<file path="src/rtl/tx_pingpong_ctrl.sv">
// tx_pingpong_ctrl
//    Ping-pong scheduler for the two halves of the TX buffer (half = RAM
//    address MSB). Grants a free half to the packet producer (pkt_decode)
//    and hands completed halves to the consumer (usb_slavefifo) in strict
//    alternation, along with a registered packet length.
//
// Ports
//    clk        mclk, all logic on the rising edge
//    rst_n      synchronous reset, active-low
//    wr_req     producer requests a half (level)
//    wr_grant   producer owns half wr_bank (level, until wr_done)
//    wr_bank    granted half, RAM write-address MSB; holds after release
//    wr_done    one-cycle pulse, packet in the granted half complete
//    wr_len     words written, sampled with wr_done
//    tx_start   one-cycle pulse, consumer should send half tx_bank
//    tx_bank    half being sent, RAM read-address MSB
//    tx_len     words to send
//    tx_done    one-cycle pulse, consumer finished the half
//    full_cnt   halves in FULL or SENDING (0..2)
//    err_proto  sticky protocol-error flag, cleared only by reset
//
// Per-half state
//    state   | meaning
//    FREE    | no content, may be granted to the producer
//    FILLING | granted, producer is writing
//    FULL    | holds a complete packet waiting to be sent
//    SENDING | consumer is streaming it out

module tx_pingpong_ctrl #(
   parameter int ADDR_NBIT = 8,
   parameter int LEN_NBIT  = ADDR_NBIT + 1
) (
   input  logic                clk,
   input  logic                rst_n,
   input  logic                wr_req,
   output logic                wr_grant,
   output logic                wr_bank,
   input  logic                wr_done,
   input  logic [LEN_NBIT-1:0] wr_len,
   output logic                tx_start,
   output logic                tx_bank,
   output logic [LEN_NBIT-1:0] tx_len,
   input  logic                tx_done,
   output logic [1:0]          full_cnt,
   output logic                err_proto
);

   typedef enum logic [1:0] {
      FREE    = 2'd0,
      FILLING = 2'd1,
      FULL    = 2'd2,
      SENDING = 2'd3
   } half_state_t;

   localparam logic [LEN_NBIT-1:0] MAX_LEN = LEN_NBIT'(1) << ADDR_NBIT;

   half_state_t         half_q [2];
   half_state_t         half_d [2];
   logic [LEN_NBIT-1:0] len_q  [2];
   logic [LEN_NBIT-1:0] len_d  [2];

   logic                wr_sel_q, wr_sel_d;
   logic                rd_sel_q, rd_sel_d;
   logic                grant_d, bank_d, start_d, tx_bank_d, err_d;
   logic [LEN_NBIT-1:0] tx_len_d;
   logic [1:0]          full_cnt_d;
   logic                any_sending;
   logic                loaded0, loaded1;

   always_ff @(posedge clk) begin
      if (!rst_n) begin
         half_q[0] <= FREE;
         half_q[1] <= FREE;
         len_q[0]  <= '0;
         len_q[1]  <= '0;
         wr_sel_q  <= 1'b0;
         rd_sel_q  <= 1'b0;
         wr_grant  <= 1'b0;
         wr_bank   <= 1'b0;
         tx_start  <= 1'b0;
         tx_bank   <= 1'b0;
         tx_len    <= '0;
         full_cnt  <= 2'd0;
         err_proto <= 1'b0;
      end else begin
         half_q[0] <= half_d[0];
         half_q[1] <= half_d[1];
         len_q[0]  <= len_d[0];
         len_q[1]  <= len_d[1];
         wr_sel_q  <= wr_sel_d;
         rd_sel_q  <= rd_sel_d;
         wr_grant  <= grant_d;
         wr_bank   <= bank_d;
         tx_start  <= start_d;
         tx_bank   <= tx_bank_d;
         tx_len    <= tx_len_d;
         full_cnt  <= full_cnt_d;
         err_proto <= err_d;
      end
   end

   // The four events below touch disjoint halves whenever they coincide
   // (grant needs FREE, wr_done owns the FILLING half, send needs FULL and
   // nothing SENDING, tx_done needs SENDING), so they are applied
   // independently without priority.
   always_comb begin
      half_d[0]  = half_q[0];
      half_d[1]  = half_q[1];
      len_d[0]   = len_q[0];
      len_d[1]   = len_q[1];
      wr_sel_d   = wr_sel_q;
      rd_sel_d   = rd_sel_q;
      grant_d    = wr_grant;
      bank_d     = wr_bank;
      start_d    = 1'b0;
      tx_bank_d  = tx_bank;
      tx_len_d   = tx_len;
      err_d      = err_proto;
      full_cnt_d = 2'd0;
      loaded0    = 1'b0;
      loaded1    = 1'b0;

      any_sending = (half_q[0] == SENDING) || (half_q[1] == SENDING);

      if (wr_req && !wr_grant && (half_q[wr_sel_q] == FREE)) begin
         grant_d          = 1'b1;
         bank_d           = wr_sel_q;
         half_d[wr_sel_q] = FILLING;
      end

      if (wr_done) begin
         if (wr_grant) begin
            grant_d = 1'b0;
            if (wr_len == '0) begin
               // empty packet: hand the same half back, pointer stays
               half_d[wr_bank] = FREE;
            end else begin
               half_d[wr_bank] = FULL;
               wr_sel_d        = ~wr_sel_q;
               if (wr_len > MAX_LEN) begin
                  len_d[wr_bank] = MAX_LEN;
                  err_d          = 1'b1;
               end else begin
                  len_d[wr_bank] = wr_len;
               end
            end
         end else begin
            err_d = 1'b1;
         end
      end

      if (!any_sending && (half_q[rd_sel_q] == FULL)) begin
         start_d          = 1'b1;
         tx_bank_d        = rd_sel_q;
         tx_len_d         = len_q[rd_sel_q];
         half_d[rd_sel_q] = SENDING;
      end

      // the SENDING half is always the one last announced on tx_bank
      if (tx_done) begin
         if (any_sending) begin
            half_d[tx_bank] = FREE;
            rd_sel_d        = ~rd_sel_q;
         end else begin
            err_d = 1'b1;
         end
      end

      loaded0    = (half_d[0] == FULL) || (half_d[0] == SENDING);
      loaded1    = (half_d[1] == FULL) || (half_d[1] == SENDING);
      full_cnt_d = {1'b0, loaded0} + {1'b0, loaded1};
   end

endmodule
</file>
<file path="config.mk">
export PLATFORM = sky130hd
export DESIGN_NAME = tx_pingpong_ctrl
export DESIGN_NICKNAME = d
export VERILOG_FILES = /design/src/rtl/tx_pingpong_ctrl.sv
export SDC_FILE = /design/constraint.sdc
export NUM_CORES = 1
export LEC_CHECK = 0
export ABC_CLOCK_PERIOD_IN_PS = 2080
export CAP_MARGIN = 0
export CORE_ASPECT_RATIO = 2
export CORE_MARGIN = 3
export CORE_UTILIZATION = 46
export DETAILED_ROUTE_END_ITERATION = 7
export PLACE_DENSITY = 0.72
export SYNTH_ARGS = -nofsm -noshare
export SYNTH_HDL_FRONTEND = slang
export SYNTH_SLANG_ARGS = --single-unit
</file>
<file path="constraint.sdc">
create_clock -name clk -period 2.08 [get_ports clk]
set_clock_uncertainty 0.1 [all_clocks]
set_input_delay 0.624 -clock clk [delete_from_list [all_inputs] [get_ports clk]]
set_output_delay 0.624 -clock clk [all_outputs]
set_load 0.005 [all_outputs]
</file>
==> flow_summary.json <==
{
  "cp_data_required_time_ns": 2.17,
  "grt-ovfl-total": 0,
  "critPathKind": "input port to flop",
  "finish.utilization_pct": 68.75,
  "ant_nets": 0,
  "status": "finished clean",
  "die_h_um": 90.80,
  "dieArea_um2": 4395,
  "nFillCells": 270,
  "clk_pin_slew_ns": 0.08,
  "r2r_slack_ns": 0.06,
  "worstPathMaxFanout": 2,
  "ir_worst_vdd_uv": 629.8,
  "arrival_ns": 2.15,
  "drive_gt1_share_pct": 24.00,
  "yosysSeqAreaShare_pct": 50.83,
  "synth_warnings": 0,
  "drc_errors": 0,
  "timing.fmax_ghz": 0.4852,
  "gp_congestion": 0.9056,
  "h-tree-depth": 2,
  "grt_pass1_vias": 1650,
  "synth_xor_area_share_pct": 0.5295,
  "routed_wirelength_um": 4315,
  "place_ws_ns": -0.5438,
  "rsz0062_at_grt": "yes",
  "syn_area_um2": 1654,
  "synth_top_area_share_pct": 50.83,
  "syn2layout_area_growth_pct": 41.98,
  "muxShareOfSynthArea_pct": 6.051,
  "multi_input_area_um2": 832.0,
  "numCtsBuffers": 5,
  "period_minus_slack_ns": 2.061,
  "clock_sinks": 42,
  "boundaryPins": 30,
  "synth_top_area_cell": "dfxtp_1",
  "ff_latch_area_um2": 842.1,
  "detail_route.vias_per_cell": 5.634,
  "setup_viol": 0,
  "finalCritPeriodShare_pct": 99.10,
  "initial_core_util_pct": 48.42,
  "cts_buffer_depth": 2,
  "reg2reg_depth": 6,
  "wl_per_cell_um": 15.81,
  "nNetsFinal": 240,
  "root_buffer": "clkbuf_8",
  "antenna_found_initial": 0,
  "ys_types": 35,
  "hp-class": "flop to flop",
  "port_buffers": 29,
  "worst_setup_path_end_kind": "flop",
  "synth.area.top_cells": "dfxtp_1, a22o_1, mux2i_1",
  "dr.pass1.iters": 4,
  "ys_async_sr_fraction_pct": 0,
  "drv_cap": 0,
  "r2r_end": "full_cnt[0]",
  "core_um2": 3416,
  "place_inst": 263,
  "synth-compound-area-share_pct": 22.84,
  "slew_headroom_pct": 69.36,
  "grt_pass1_wl_um": 7424,
  "final_cells": 273,
  "start_kind": "input port",
  "synthAdderAreaFrac_pct": 0.7564,
  "hold_start": "len_q[0][5]",
  "clk_latency_ns": 0.29,
  "vias": 1538,
  "grt_max_degree": 20,
  "synth_seq_cells": 42,
  "worst_pin_slew_ns": 0.4562,
  "drt_iter0_drc": 35,
  "synth_edf_count": 0,
  "cts_tree": "yes",
  "r2r-start": "half_q[1][1]",
  "rows": 30,
  "syn_area_per_cell_um2": 10.02,
  "ys.flop_type": "dfxtp_1",
  "syn_nets": 180,
  "total_leakage_power_nw": 0.8649,
  "holdPathEnd": "len_q[0][5]",
  "synth_top_family_by_area": "compound AO/OA/AOI/OAI gates",
  "setup_ws_ns": 0.01880,
  "synthCells": 165,
  "min_delay_path_depth": 1,
  "diodes": 0,
  "synth-simple-area-share_pct": 15.89,
  "finalHoldViolCount": 0,
  "power_density_nw_per_um2": 820.5,
  "hpwl_um": 3210,
  "hold_buffers": 0,
  "grt_usage_pct": 21.41,
  "drv_slew": 0,
  "die_x_um": 48.40
}
==> stage by stage <==
stage / power (W) / hold WS [ns] / cell area (µm²) / TNS (ns)
after CTS: 0.001937 / 0.3830 / 2344 / 0
after global placement: 0.001414 / 0.3568 / 2200 / -8.371
after floorplan: 0.001176 / 0.3417 / 1672 / 0
after global routing: 0.002028 / 0.4010 / 2349 / -0.05658
final: 0.001927 / 0.3796 / 2349 / 0
after detailed placement: 0.001433 / 0.3555 / 2200 / -9.578
==> synth_stat cells (2+ instances only) <==
cell / n
a211oi_1: 9
a21oi_1: 9
a22o_1: 17
a311oi_1: 2
a31oi_1: 5
and2_1: 4
buf_1: 2
clkbuf_1: 2
dfxtp_1: 42
inv_1: 6
mux2i_1: 10
nand2_1: 7
nand3_1: 3
nor2_1: 16
nor3_1: 3
nor4_2: 2
nor4_4: 2
o211ai_1: 2
o21ai_0: 3
o21ai_1: 4
==> area by class of cell <==
type                    instances  share of cell area, %
repair buffers                 59                  21.63
clock buffers                   6                  3.090
well taps                      48                  2.557
inverters                       7                  1.119
multi-input cells             110                  35.43
flip-flops and latches         42                  35.86
clock inverters                 1                 0.3197
==> repair_timing <==
action | in CTS | in global routing
buffers inserted | 3 | 0
pin swaps | 7 | 2
resized for setup | 23 | 5
setup endpoints to repair | 20 | 11
==> state kept, by name, summed over array words and instances (netlist names), named ones only <==
register	cells
tx_bank	1
wr_bank	1
tx_start	1
half_q	4
wr_grant	1
err_proto	1
len_q	18
wr_sel_q	1
full_cnt	2
rd_sel_q	1
tx_len	9
==> power by group <==
group | total (W) | leakage [nW] | switching, W | internal (W)
Clock | 0.000500 | 0.0373 | 0.000270 | 0.000230
Combinational | 0.000477 | 0.486 | 0.000225 | 0.000253
Sequential | 0.000949 | 0.341 | 0.0000588 | 0.000890
Total | 0.00193 | 0.865 | 0.000554 | 0.00137
==> how the worst max path moves through the flow <==
stage / from / to / slack, ns
6_report: wr_len[2] / full_cnt[0] / 0.02
5_1_grt: wr_len[2] / full_cnt[0] / -0.06
4_1_cts: wr_len[8] / full_cnt[0] / 0.002
3_5_place_dp: wr_len[6] / full_cnt[0] / -0.54
3_3_place_gp: wr_len[6] / full_cnt[0] / -0.45
2_1_floorplan: wr_len[2] / full_cnt[0] / 0.04
==> routing by layer <==
| metal | GRT usage, % | vias to the layer above | wire length, µm |
|---|---|---|---|
| li1 | - | 730 | - |
| met1 | 20.50 | 750 | 1579 |
| met2 | 39.29 | 43 | 2414 |
| met3 | 4.628 | 15 | 152 |
| met4 | 14.73 | 0 | 169 |
| met5 | 0 | - | 0 |
==> cells in the final DEF, fill, tap and decap left out, types with 4 or more instances in the layout <==
master and count:
a211oi_1 9, a21oi_1 9, a22o_1 17, a31oi_1 4
and2_1 4, buf_4 30, clkbuf_8 5, clkdlybuf4s50_1 19
dfxtp_1 41, dlygate4sd2_1 5, inv_1 5, mux2i_1 10
nand2_1 7, nor2_1 15, nor4_4 4, o21ai_1 4
==> cells by family (layout without fill, tap and decap cells) <==
kind of cell | Yosys count | in the layout
buf+inv | 13 | 73
simple gates | 45 | 45
flops | 42 | 42
compound gates | 53 | 53
xor+xnor | 1 | 1
fa+ha+maj | 1 | 1
mux | 10 | 10
==> critical path, cell delays in order <==
cell and delay (ns):
dlygate4sd2_1 0.27, nor4_4 0.33, a31oi_4 0.13, a311oi_2 0.26, a31oi_1 0.08, ha_1 0.31
and2_1 0.14
Power figures use the tool's default switching activity.
